`config.mk`:
```
export PLATFORM = sky130hd
export DESIGN_NAME = c16_run_ctrl
export DESIGN_NICKNAME = d
export VERILOG_FILES = /design/src/rtl/c16_run_ctrl.sv
export SDC_FILE = /design/constraint.sdc
export NUM_CORES = 1
export LEC_CHECK = 0
export ABC_AREA = 1
export BUFFER_PORTS_ARGS = -buffer_cell sky130_fd_sc_hd__buf_4
export CAP_MARGIN = 20
export CORE_MARGIN = 2
export CORE_UTILIZATION = 57
export DETAILED_ROUTE_END_ITERATION = 6
export PLACE_DENSITY_LB_ADDON = 0.15
export SYNTH_ARGS = -nofsm -noshare
export SYNTH_HDL_FRONTEND = slang
export SYNTH_SLANG_ARGS = --single-unit
```
`constraint.sdc`:
```
create_clock -name clk -period 2.1 [get_ports clk]
set_input_delay 0.21 -clock clk [delete_from_list [all_inputs] [get_ports clk]]
set_output_delay 0.21 -clock clk [all_outputs]
set_load 0.02 [all_outputs]
```
`src/rtl/c16_run_ctrl.sv`:
```
// rtl/c16_run_ctrl.sv - run/step/breakpoint sequencer driving the c16 core clock enable
// Board inputs are synchronised here; fetch_pc is fed back from the fetcher.
module c16_run_ctrl #(
  parameter int PC_W        = 16,
  parameter int CNT_W       = 16,
  parameter int SYNC_STAGES = 2
) (
  input  logic             clk,
  input  logic             CPU_RESET_n,
  input  logic             key_step_n,
  input  logic             run_sw,
  input  logic             cnt_clr,
  input  logic             bp_en,
  input  logic [PC_W-1:0]  bp_addr,
  input  logic [PC_W-1:0]  fetch_pc,
  input  logic [7:0]       step_count,
  output logic             core_en,
  output logic [1:0]       state,
  output logic             halted,
  output logic [CNT_W-1:0] cycle_cnt
);

  typedef enum logic [1:0] {
    ST_HALT  = 2'b00,
    ST_RUN   = 2'b01,
    ST_BREAK = 2'b10,
    ST_STEP  = 2'b11
  } state_t;

  logic [1:0]             r_rst_sync;
  logic                   w_rst_n;
  logic [SYNC_STAGES-1:0] r_key_sync;
  logic [SYNC_STAGES-1:0] r_run_sync;
  logic                   r_key_d;
  logic                   w_key_s;
  logic                   w_run_s;
  logic                   w_step_ev;
  logic                   w_bp_hit;
  logic [7:0]             w_step_load;
  state_t                 r_state;
  state_t                 w_state_nxt;
  logic [7:0]             r_remain;
  logic [7:0]             w_remain_nxt;
  logic [CNT_W-1:0]       r_cycle_cnt;
  logic                   w_core_en;

  // Reset asserts asynchronously but releases on a clock edge.
  always_ff @(posedge clk or negedge CPU_RESET_n) begin
    if (!CPU_RESET_n) begin
      r_rst_sync <= 2'b00;
    end else begin
      r_rst_sync <= {r_rst_sync[0], 1'b1};
    end
  end

  assign w_rst_n = r_rst_sync[1];

  always_ff @(posedge clk or negedge w_rst_n) begin
    if (!w_rst_n) begin
      r_key_sync <= '1;
      r_run_sync <= '0;
      r_key_d    <= 1'b1;
    end else begin
      r_key_sync <= {r_key_sync[SYNC_STAGES-2:0], key_step_n};
      r_run_sync <= {r_run_sync[SYNC_STAGES-2:0], run_sw};
      r_key_d    <= w_key_s;
    end
  end

  assign w_key_s   = r_key_sync[SYNC_STAGES-1];
  assign w_run_s   = r_run_sync[SYNC_STAGES-1];
  assign w_step_ev = r_key_d & ~w_key_s;

  assign w_bp_hit    = bp_en && (fetch_pc == bp_addr);
  assign w_step_load = (step_count == 8'd0) ? 8'd1 : step_count;

  always_ff @(posedge clk or negedge w_rst_n) begin
    if (!w_rst_n) begin
      r_state  <= ST_HALT;
      r_remain <= 8'd0;
    end else begin
      r_state  <= w_state_nxt;
      r_remain <= w_remain_nxt;
    end
  end

  always_comb begin
    w_state_nxt  = r_state;
    w_remain_nxt = r_remain;
    case (r_state)
      ST_HALT: begin
        if (w_run_s) begin
          w_state_nxt = ST_RUN;
        end else if (w_step_ev) begin
          w_state_nxt  = ST_STEP;
          w_remain_nxt = w_step_load;
        end
      end
      ST_RUN: begin
        if (!w_run_s) begin
          w_state_nxt = ST_HALT;
        end else if (w_bp_hit) begin
          w_state_nxt = ST_BREAK;
        end
      end
      ST_BREAK: begin
        if (!w_run_s) begin
          w_state_nxt = ST_HALT;
        end else if (w_step_ev) begin
          w_state_nxt  = ST_STEP;
          w_remain_nxt = w_step_load;
        end
      end
      ST_STEP: begin
        // Breakpoints and further key presses are deliberately ignored while stepping.
        if (r_remain <= 8'd1) begin
          w_state_nxt  = w_run_s ? ST_RUN : ST_HALT;
          w_remain_nxt = 8'd0;
        end else begin
          w_remain_nxt = r_remain - 8'd1;
        end
      end
      default: begin
        w_state_nxt  = ST_HALT;
        w_remain_nxt = 8'd0;
      end
    endcase
  end

  // Stall in the same cycle the PC matches, before the instruction at bp_addr issues.
  assign w_core_en = ((r_state == ST_RUN) && !w_bp_hit) || (r_state == ST_STEP);

  always_ff @(posedge clk or negedge w_rst_n) begin
    if (!w_rst_n) begin
      r_cycle_cnt <= '0;
    end else if (cnt_clr) begin
      r_cycle_cnt <= '0;
    end else if (w_core_en) begin
      r_cycle_cnt <= r_cycle_cnt + CNT_W'(1);
    end
  end

  assign core_en   = w_core_en;
  assign state     = r_state;
  assign halted    = (r_state == ST_HALT) || (r_state == ST_BREAK);
  assign cycle_cnt = r_cycle_cnt;

endmodule
```
Word level (Yosys, flattened, before mapping). Cells that the tools add are included.

Output and inout bits: 20. Word-level logic and storage cells: 47. Bits of input ports: 46. Flip-flop bits (word level): 33.

Equal/unequal tests: 8. $lt $le $gt $ge: 1. Add/subtract/negate cells: 2. Multiplexer cells: 16. Reductions and logical operators: 11. Bitwise operators: 2.

Operators with widths (number): $mux W8 (5); $mux W16 (2); $pmux W8 S3 (1); $add A16 B1 Y16 const B (1); $eq A16 B16 Y1 (1); $mux W2 (6); $le A8 B1 Y1 const B (1); $logic_not A8 Y1 (1); $pmux W2 S4 (1); $sub A8 B1 Y8 const B (1); $ne A2 B2 Y1 const B (3); $eq A2 B2 Y1 const B (2); $ne A3 B3 Y1 const B (1); $reduce_and A3 Y1 (1); $reduce_bool A3 Y1 (1); $eq A2 B1 Y1 const B (1); $logic_and A1 B1 Y1 (2); $logic_not A2 Y1 (1); $logic_or A1 B1 Y1 (2); $reduce_and A2 Y1 (1); $reduce_bool A2 Y1 (1); $and A1 B1 Y1 (1); $logic_not A1 Y1 (1); $mux W1 (1); $not A1 Y1 (1).

Depth between registers and ports, before layout. Gate-level depths: netlist (run 1).

Depth in word-level cells: 7. Mapped depth: 11. Mapped depth without buffers: 11.

Least setup slack after synthesis (run 1). No wires, ideal clock.

Kind: register -> register. From: reg r_cycle_cnt[0] (netlist: cycle_cnt[0]). To: reg r_cycle_cnt[12] (netlist: cycle_cnt[12]). Stages on the path, launching flop included: 11. Period minus slack after synthesis: 1469 ps. Required time: 1981 ps. Library setup time: 119 ps. Arrival: 1350 ps. Path buffers: 0. Path slack: 631 ps. Path through: dfrtp_1 -> ha_1 -> nand2_1 -> nor2_4 -> nand2_2 -> nor2_4 -> nand3_1 -> nand2_1 -> inv_1 -> nand4_1 -> nand2_1.

Longest elaborated chain between the ends: 3.

RTL lines: start: declaration (line 44) `logic [CNT_W-1:0] r_cycle_cnt;`; start signal: assignment (line 139) `r_cycle_cnt <= r_cycle_cnt + CNT_W'(1);`; $add A16 B1 Y16 (line 139); $mux W16 (line 138) `end else if (w_core_en) begin`; $mux W16 (line 136) `end else if (cnt_clr) begin`.

No other way between the ends. The select of a mux whose other input is x is not followed. A chain may end at the register's enable or synchronous reset.

Worst setup path after layout (run 1).
From: reg r_state[1] (netlist: state[1]). To: out core_en.

Longest elaborated chain between the ends: 3. Elaborated cells between the ends (all ways): 4. Classes of those cells: 2 x eq/ne; 2 x reduce/logical.

RTL lines: start: declaration (line 40) `state_t r_state;`; start signal: assignment (line 82) `r_state <= w_state_nxt;`; $eq A2 B1 Y1 (line 131) `assign w_core_en = ((r_state == ST_RUN) && !w_bp_hit) || (r_state == ST_STEP);`; $logic_and A1 B1 Y1 (line 131); $logic_or A1 B1 Y1 * (line 131); end: declaration (line 17) `output logic core_en,`.

Every way passes the cells marked *; elsewhere a longest branch is shown, timed or not.

==> run summary, run 1 <==
Outcome: finished, final reports clean
#FFs+latches synth: 33
Hold EP: r_key_sync[0]$_DFF_PN1_
Setup crit end kind: output port
Routed len/inst: 12.6 um
Via/cell ratio: 5.25
N_diodes: 0
Tcrit/Tclk final: 79.1%
Nets: 471
Worst min path class: input port to register
Layout Skew: 0.00590 ns
Cell count after synthesis: 355
CTS tree: yes
Most frequent cells in the layout: nand2_1 (101), buf_4 (69), inv_1 (61)
Die area: 0.00488 mm^2
R2R Setup Slk: 0.48 ns
Async set or reset register ratio after synthesis: 100%
Core ar.: 0.00409 mm^2
Largest net degree at the start of global routing: 33
Pwr/cell area: 891 mW/mm^2
Final Max Tran Viols: 0
Final min period: 1.66 ns
Setup crit start: state[1]$_DFFE_PN0P_
H-tree depth: 2
CP startpoint kind: register
Pwr Total: 2790 uW
Post-DRT Antenna Nets: 0
IR drop worst, VDD: 0.000926 V
Dpl hpwl: 4410 um
RSZ-0062 raised after global routing: false
Worst hold path stage count: 1
Clock sinks: 33
Pleak: 0.00178 uW
Fin Setup TNS: 0 ns
Port bufs: 65
Warnings from Yosys: 0
Vias in the first global route: 2505
Fin util: 76.8%
Syn Std Cell Area: 0.00247 mm^2
Die W: 69.9 um
TritonCTS buffer count: 5
Resized cells post-CTS: 0
Most used DFF post-synth: dfrtp_1
Vias after detailed routing: 2483
Starting density of the core: 60.5%
Distinct cells, synth: 36
GP Congestion: 0.886
Clk slew on worst S/H paths: 0.07 ns
Drt initial violations: 108
RR Startpoint: r_remain[0]$_DFFE_PN0P_
Commonest non-fill, non-tap cell in the layout: nand2_1
Post-Syn Area per Cell: 6.96 um^2
Worst skew pair latency: 0.28 ns
Final setup vio count: 0
Final Hold Vio Count: 0
Hold path start: key_step_n
CP arrival: 1.45 ns
WP data required: 1.89 ns
Crit Path Max Fanout: 18
Area Overhead vs Synth: 26.9%
WL final: 5960 um
Global-route wire length before repair: 10600 um
R2r endpoint: r_remain[1]$_DFFE_PN0P_
Initial antenna violation count: 0
Residual DRC: 0
Post-synth EDFFs: 0
GRT Util Overall: 26.2%
Row cnt: 23
Syn nets: 404
Die Span Y: 69.9 um
Share of cells above drive strength 1: 24.8%
Reg2Reg Depth: 8
CTS Buffer Depth: 2
WS Path Type: register to output port
DRT Pass-1 Iters: 4
F_max: 602 MHz
Grt ovf: 0
CTS Root Cell: clkbuf_8
Register area share after synthesis: 33.6%
I/O Pins: 66
Max_cap viols: 0
==> per-stage QoR <==
| stage | cell area [um^2] | worst slack (ns) | hold slack [ns] | std cells |
|---|---|---|---|---|
| CTS | 3140 | 0.441 | 0.0211 | 473 |
| finish | 3140 | 0.440 | 0.0282 | 473 |
| global route | 3140 | 0.349 | 0.0178 | 473 |
| floorplan | 2470 | 0.631 | -0.0856 | 355 |
| detailed placement | 2990 | 0.505 | -0.00680 | 464 |
| global placement | 2990 | 0.637 | -0.00722 | 464 |
==> synth_stat cells (2+ instances only) <==
cell type | instances | area share (%)
clkbuf_1 | 2 | 0.30
xor2_1 | 15 | 5.3
nor2_1 | 30 | 4.6
buf_4 | 2 | 0.61
nor2_2 | 6 | 1.5
nor2_4 | 5 | 2.3
buf_6 | 2 | 0.91
nand3_1 | 11 | 2.2
inv_2 | 2 | 0.30
xnor2_1 | 3 | 1.1
buf_2 | 3 | 0.61
nand2_2 | 5 | 1.3
nand4_1 | 36 | 9.1
dfstp_2 | 3 | 3.2
nand2_1 | 101 | 15
a21oi_1 | 8 | 1.6
inv_1 | 61 | 9.3
a22oi_1 | 7 | 2.1
o21ai_0 | 5 | 1.0
ha_1 | 3 | 1.5
dfrtp_1 | 30 | 30
==> cell type report <==
class / instances / area (um^2)
Sequential cell: 33 / 830
Clock inverter: 3 / 68.8
Fill cell: 294 / 950
Timing Repair Buffer: 70 / 528
Inverter: 63 / 236
Tap cell: 50 / 62.6
Clock buffer: 5 / 68.8
Multi-Input combinational cell: 249 / 1340
==> power breakdown <==
| part | switching, uW | internal (uW) | total (uW) | leakage (uW) |
|---|---|---|---|---|
| combinational | 772 | 442 | 1210 | 0.00130 |
| clock | 240 | 478 | 718 | 0.0000687 |
| sequential | 99.1 | 763 | 862 | 0.000411 |
==> critical path, stage by stage, from the launching register on <==
cell	delay, ns
dfrtp_1	0.43
nand2_2	0.21
buf_4	0.28
nand2_1	0.08
buf_4	0.16
==> how the worst max path moves through the flow <==
stage / end / slack [ns] / depth (start not counted)
6_report: core_en / 0.44 / 4
5_1_grt: core_en / 0.35 / 4
2_1_floorplan: cycle_cnt[12]$_DFFE_PN0P_ / 0.63 / 10
3_3_place_gp: r_remain[1]$_DFFE_PN0P_ / 0.64 / 8
4_1_cts: core_en / 0.44 / 4
3_5_place_dp: r_remain[1]$_DFFE_PN0P_ / 0.50 / 8
==> logic make-up after synthesis <==
group | share of synthesized area, %
buffers and inverters | 12.1
flip-flops | 33.6
AO/OA/AOI/OAI | 7.24
AND/OR/NAND/NOR | 39.0
other | 0.152
XOR/XNOR | 6.38
adder cells (fa/ha/maj) | 1.52
==> per-layer routing <==
layer	wire length, um	up-vias	share of wire (%)	global-route usage [%]
li1	-	1257	-	-
met1	2560	1124	43	32.5
met2	2960	98	50	46.1
met3	407	4	6.8	4.91
met4	37	0	0.62	7.69
met5	0	-	0	0
==> flip-flops by register name (all words and copies together), names as in the netlist <==
name        count
cycle_cnt      16
r_remain        8
r_key_sync      2
r_rst_sync      2
r_run_sync      2
state           2
r_key_d         1
==> what timing repair did <==
item,CTS,global route
setup buffers,0,0
hold buffers,1,0
endpoints found under the hold margin,2,0
Power figures use the tool's default switching activity.
==> run 2, diff against run 1 <==
--- a/config.mk
+++ b/config.mk
@@ -9,7 +9,7 @@
 export BUFFER_PORTS_ARGS = -buffer_cell sky130_fd_sc_hd__buf_4
 export CAP_MARGIN = 20
 export CORE_MARGIN = 2
-export CORE_UTILIZATION = 57
+export CORE_UTILIZATION = 48
 export DETAILED_ROUTE_END_ITERATION = 6
 export PLACE_DENSITY_LB_ADDON = 0.15
 export SYNTH_ARGS = -nofsm -noshare
==> constraint.sdc (replaced) <==
create_clock -name clk -period 1.5 [get_ports clk]
set_input_delay 0.15 -clock clk [delete_from_list [all_inputs] [get_ports clk]]
set_output_delay 0.15 -clock clk [all_outputs]
set_load 0.02 [all_outputs]
==> run 2 against run 1 <==
Net effect:
- the flow now finishes with violations (setup timing)
- critical path depth up 7
- final cell count up 8.2%
- total power up 48%
- first-iteration DRC count up 56%
==> run summary, run 2 (synthesis results as in run 1) <==
CTS Buffer Depth: 2 (unchanged)
Clk slew on worst S/H paths: 0.07 ns (about the same)
Final min period: 1.52 ns
Setup crit end kind: register
Switching part of the total: 40.7% (+0.91 points)
GR Util met3: 4.10% (-0.81 points)
Final setup vio count: 1 (+1)
Int Pwr: 2450 uW (+46%)
RSZ-0062 raised after global routing: true
Area Overhead vs Synth: 36.0%
Final Max Tran Viols: 0 (unchanged)
TritonCTS buffer count: 5 (unchanged)
GP Congestion: 0.858 (-3.1%)
WS Path Type: register to register
Largest net degree at the start of global routing: 32 (-3.0%)
Pwr Total: 4140 uW (+48%)
CP startpoint kind: register
IR drop worst, VDD: 0.000912 V (-1.6%)
Max_cap viols: 0 (unchanged)
Most frequent cells in the layout: nand2_1 (99), buf_4 (82), inv_1 (60)
Via/cell ratio: 4.93 (-6.0%)
Layout Skew: 0.00858 ns (+0.00268 ns)
CP arrival: 1.75 ns (+0.30 ns)
Fin area: 0.00336 mm^2 (+7.2%)
Die Span Y: 75.8 um (+8.5%)
Final instance count without filler cells: 512 (+8.2%)
F_max: 657 MHz
Most Crowded Layer GR: met2
Seq pwr share: 30.0% (-0.9 points)
Starting density of the core: 49.0% (-11 points)
Part of the power in the clock network: 20.7% (-5.0 points)
Post-route setup slack: -0.0219 ns (-0.462 ns)
H-tree depth: 2 (unchanged)
N_diodes: 0 (unchanged)
CTS Root Cell: clkbuf_8
Crit Path Max Fanout: 5 (-13)
Pleak: 0.00189 uW (+6.0%)
Share of cells above drive strength 1: 29.6% (+4.8 points)
Outcome: finished with violations
Post-DRT Antenna Nets: 0 (unchanged)
Final Hold Vio Count: 0 (unchanged)
Routed len/inst: 11.9 um (-5.7%)
Global-route wire length before repair: 9470 um (-11%)
Routing usage on met1: 27.0% (-5.5 points)
WP data required: 1.73 ns (-0.16 ns)
Pwr/cell area: 1230 mW/mm^2 (+38%)
Nets: 490 (+4.0%)
I/O Pins: 66 (unchanged)
Grt ovf: 0 (unchanged)
Drt initial violations: 169 (+56%)
Reg area: 833 um^2 (+0.45%)
Tcrit/Tclk final: 101%
Initial antenna violation count: 0 (unchanged)
Violated checks: setup timing
Number of flip-flops in the largest register: 16 (unchanged)
Clock sinks: 33 (unchanged)
Commonest non-fill, non-tap cell in the layout: nand2_1
Residual DRC: 0 (unchanged)
Die W: 75.8 um (+8.5%)
Vias in the first global route: 2279 (-9.0%)
Post-Place Cell Area: 0.00312 mm^2 (+4.4%)
Gate power share: 49.3% (+5.9 points)
Vias after detailed routing: 2526 (+1.7%)
WL final: 6080 um (+2.0%)
Worst min path class: input port to async pin
Area of the multi-input gates: 0.00138 mm^2 (+2.7%)
M2 GR Usage: 36.1% (-10 points)
Core ar.: 0.00504 mm^2 (+23%)
DRT Pass-1 Iters: 5 (+1)
CTS tree: yes
Row cnt: 26 (+13%)
Worst skew pair latency: 0.29 ns (about the same)
Cell Count Post-Placement: 495 (+6.7%)
GRT Util Overall: 21.2% (-4.9 points)
Die area: 0.00574 mm^2 (+18%)
Dpl hpwl: 4390 um (-0.43%)
Fin util: 66.7% (-10 points)
Psw: 1680 uW (+52%)
Fill cell count: 442 (+50%)
Port bufs: 65 (unchanged)
==> run 2: layout make-up <==
cell class                 instances  share of cell area [%]
clock inverter                     3                    1.38
multi-input combinational        249                    41.0
tap                               70                    2.60
clock buffer                       5                    2.05
timing repair buffer              89                    21.2
inverter                          63                    7.03
sequential                        33                    24.8
==> run 2: metrics by stage <==
step                      hold WS, ns  setup WS [ns]  setup TNS [ns]
after floorplan                -0.146         0.0310               0
after global routing            0.162         -0.154          -0.455
after global placement        -0.0673         0.0812               0
after detailed placement      -0.0658        0.00153               0
after CTS                       0.160        0.00817               0
final                           0.163        -0.0219         -0.0219
==> run 2: path summary, 6_finish.rpt <==
| kind | from | to | slack (ns) | cells after the start |
|---|---|---|---|---|
| setup reg to reg | cycle_cnt[0]$_DFFE_PN0P_ | cycle_cnt[12]$_DFFE_PN0P_ | -0.02 | 11 |
| max in group asynchronous | r_rst_sync[1]$_DFF_PN0_ | r_key_d$_DFF_PN1_ | 0.92 | 1 |
| hold / removal | CPU_RESET_n | r_rst_sync[0]$_DFF_PN0_ | 0.16 | 2 |
| hold reg to reg | r_rst_sync[1]$_DFF_PN0_ | r_remain[7]$_DFFE_PN0P_ | 0.25 | 1 |
| setup / recovery | cycle_cnt[0]$_DFFE_PN0P_ | cycle_cnt[12]$_DFFE_PN0P_ | -0.02 | 11 |
| min in group clk | step_count[6] | r_remain[6]$_DFFE_PN0P_ | 0.16 | 3 |
==> run 2: power groups by stage <==
stage               clock, uW  combinational, uW  sequential, uW
detailed placement          0               1880            1230
CTS                       875               1920            1210
finish                    856               2040            1240
floorplan                   0               1150            1270
global placement            0               1850            1230
global route              908               2230            1260
==> run 2: critical path, stage by stage (launching register included) <==
cell and delay, ns:
dfrtp_1 0.42, ha_2 0.21, nand2_2 0.07, nor2_4 0.16, nand2_2 0.09, nor2_4 0.13, nand2_1 0.06, nand2_1 0.06
nand2_1 0.05, inv_1 0.05, nand4_1 0.09, nand2_1 0.07
==> run 2: metal layers <==
layer / share of wire (%) / vias up
li1: - / 1298
met4: 1.4 / 0
met3: 6.3 / 7
met2: 49 / 72
met1: 43 / 1149
met5: 0 / -
==> run 2: timing repair <==
action	CTS	global route
setup endpoints to repair	2	16
setup buffers	1	5
pin swaps	1	13
gates cloned	0	0
hold endpoints to repair	4	0
hold buffers	3	0
resized for setup	1	15
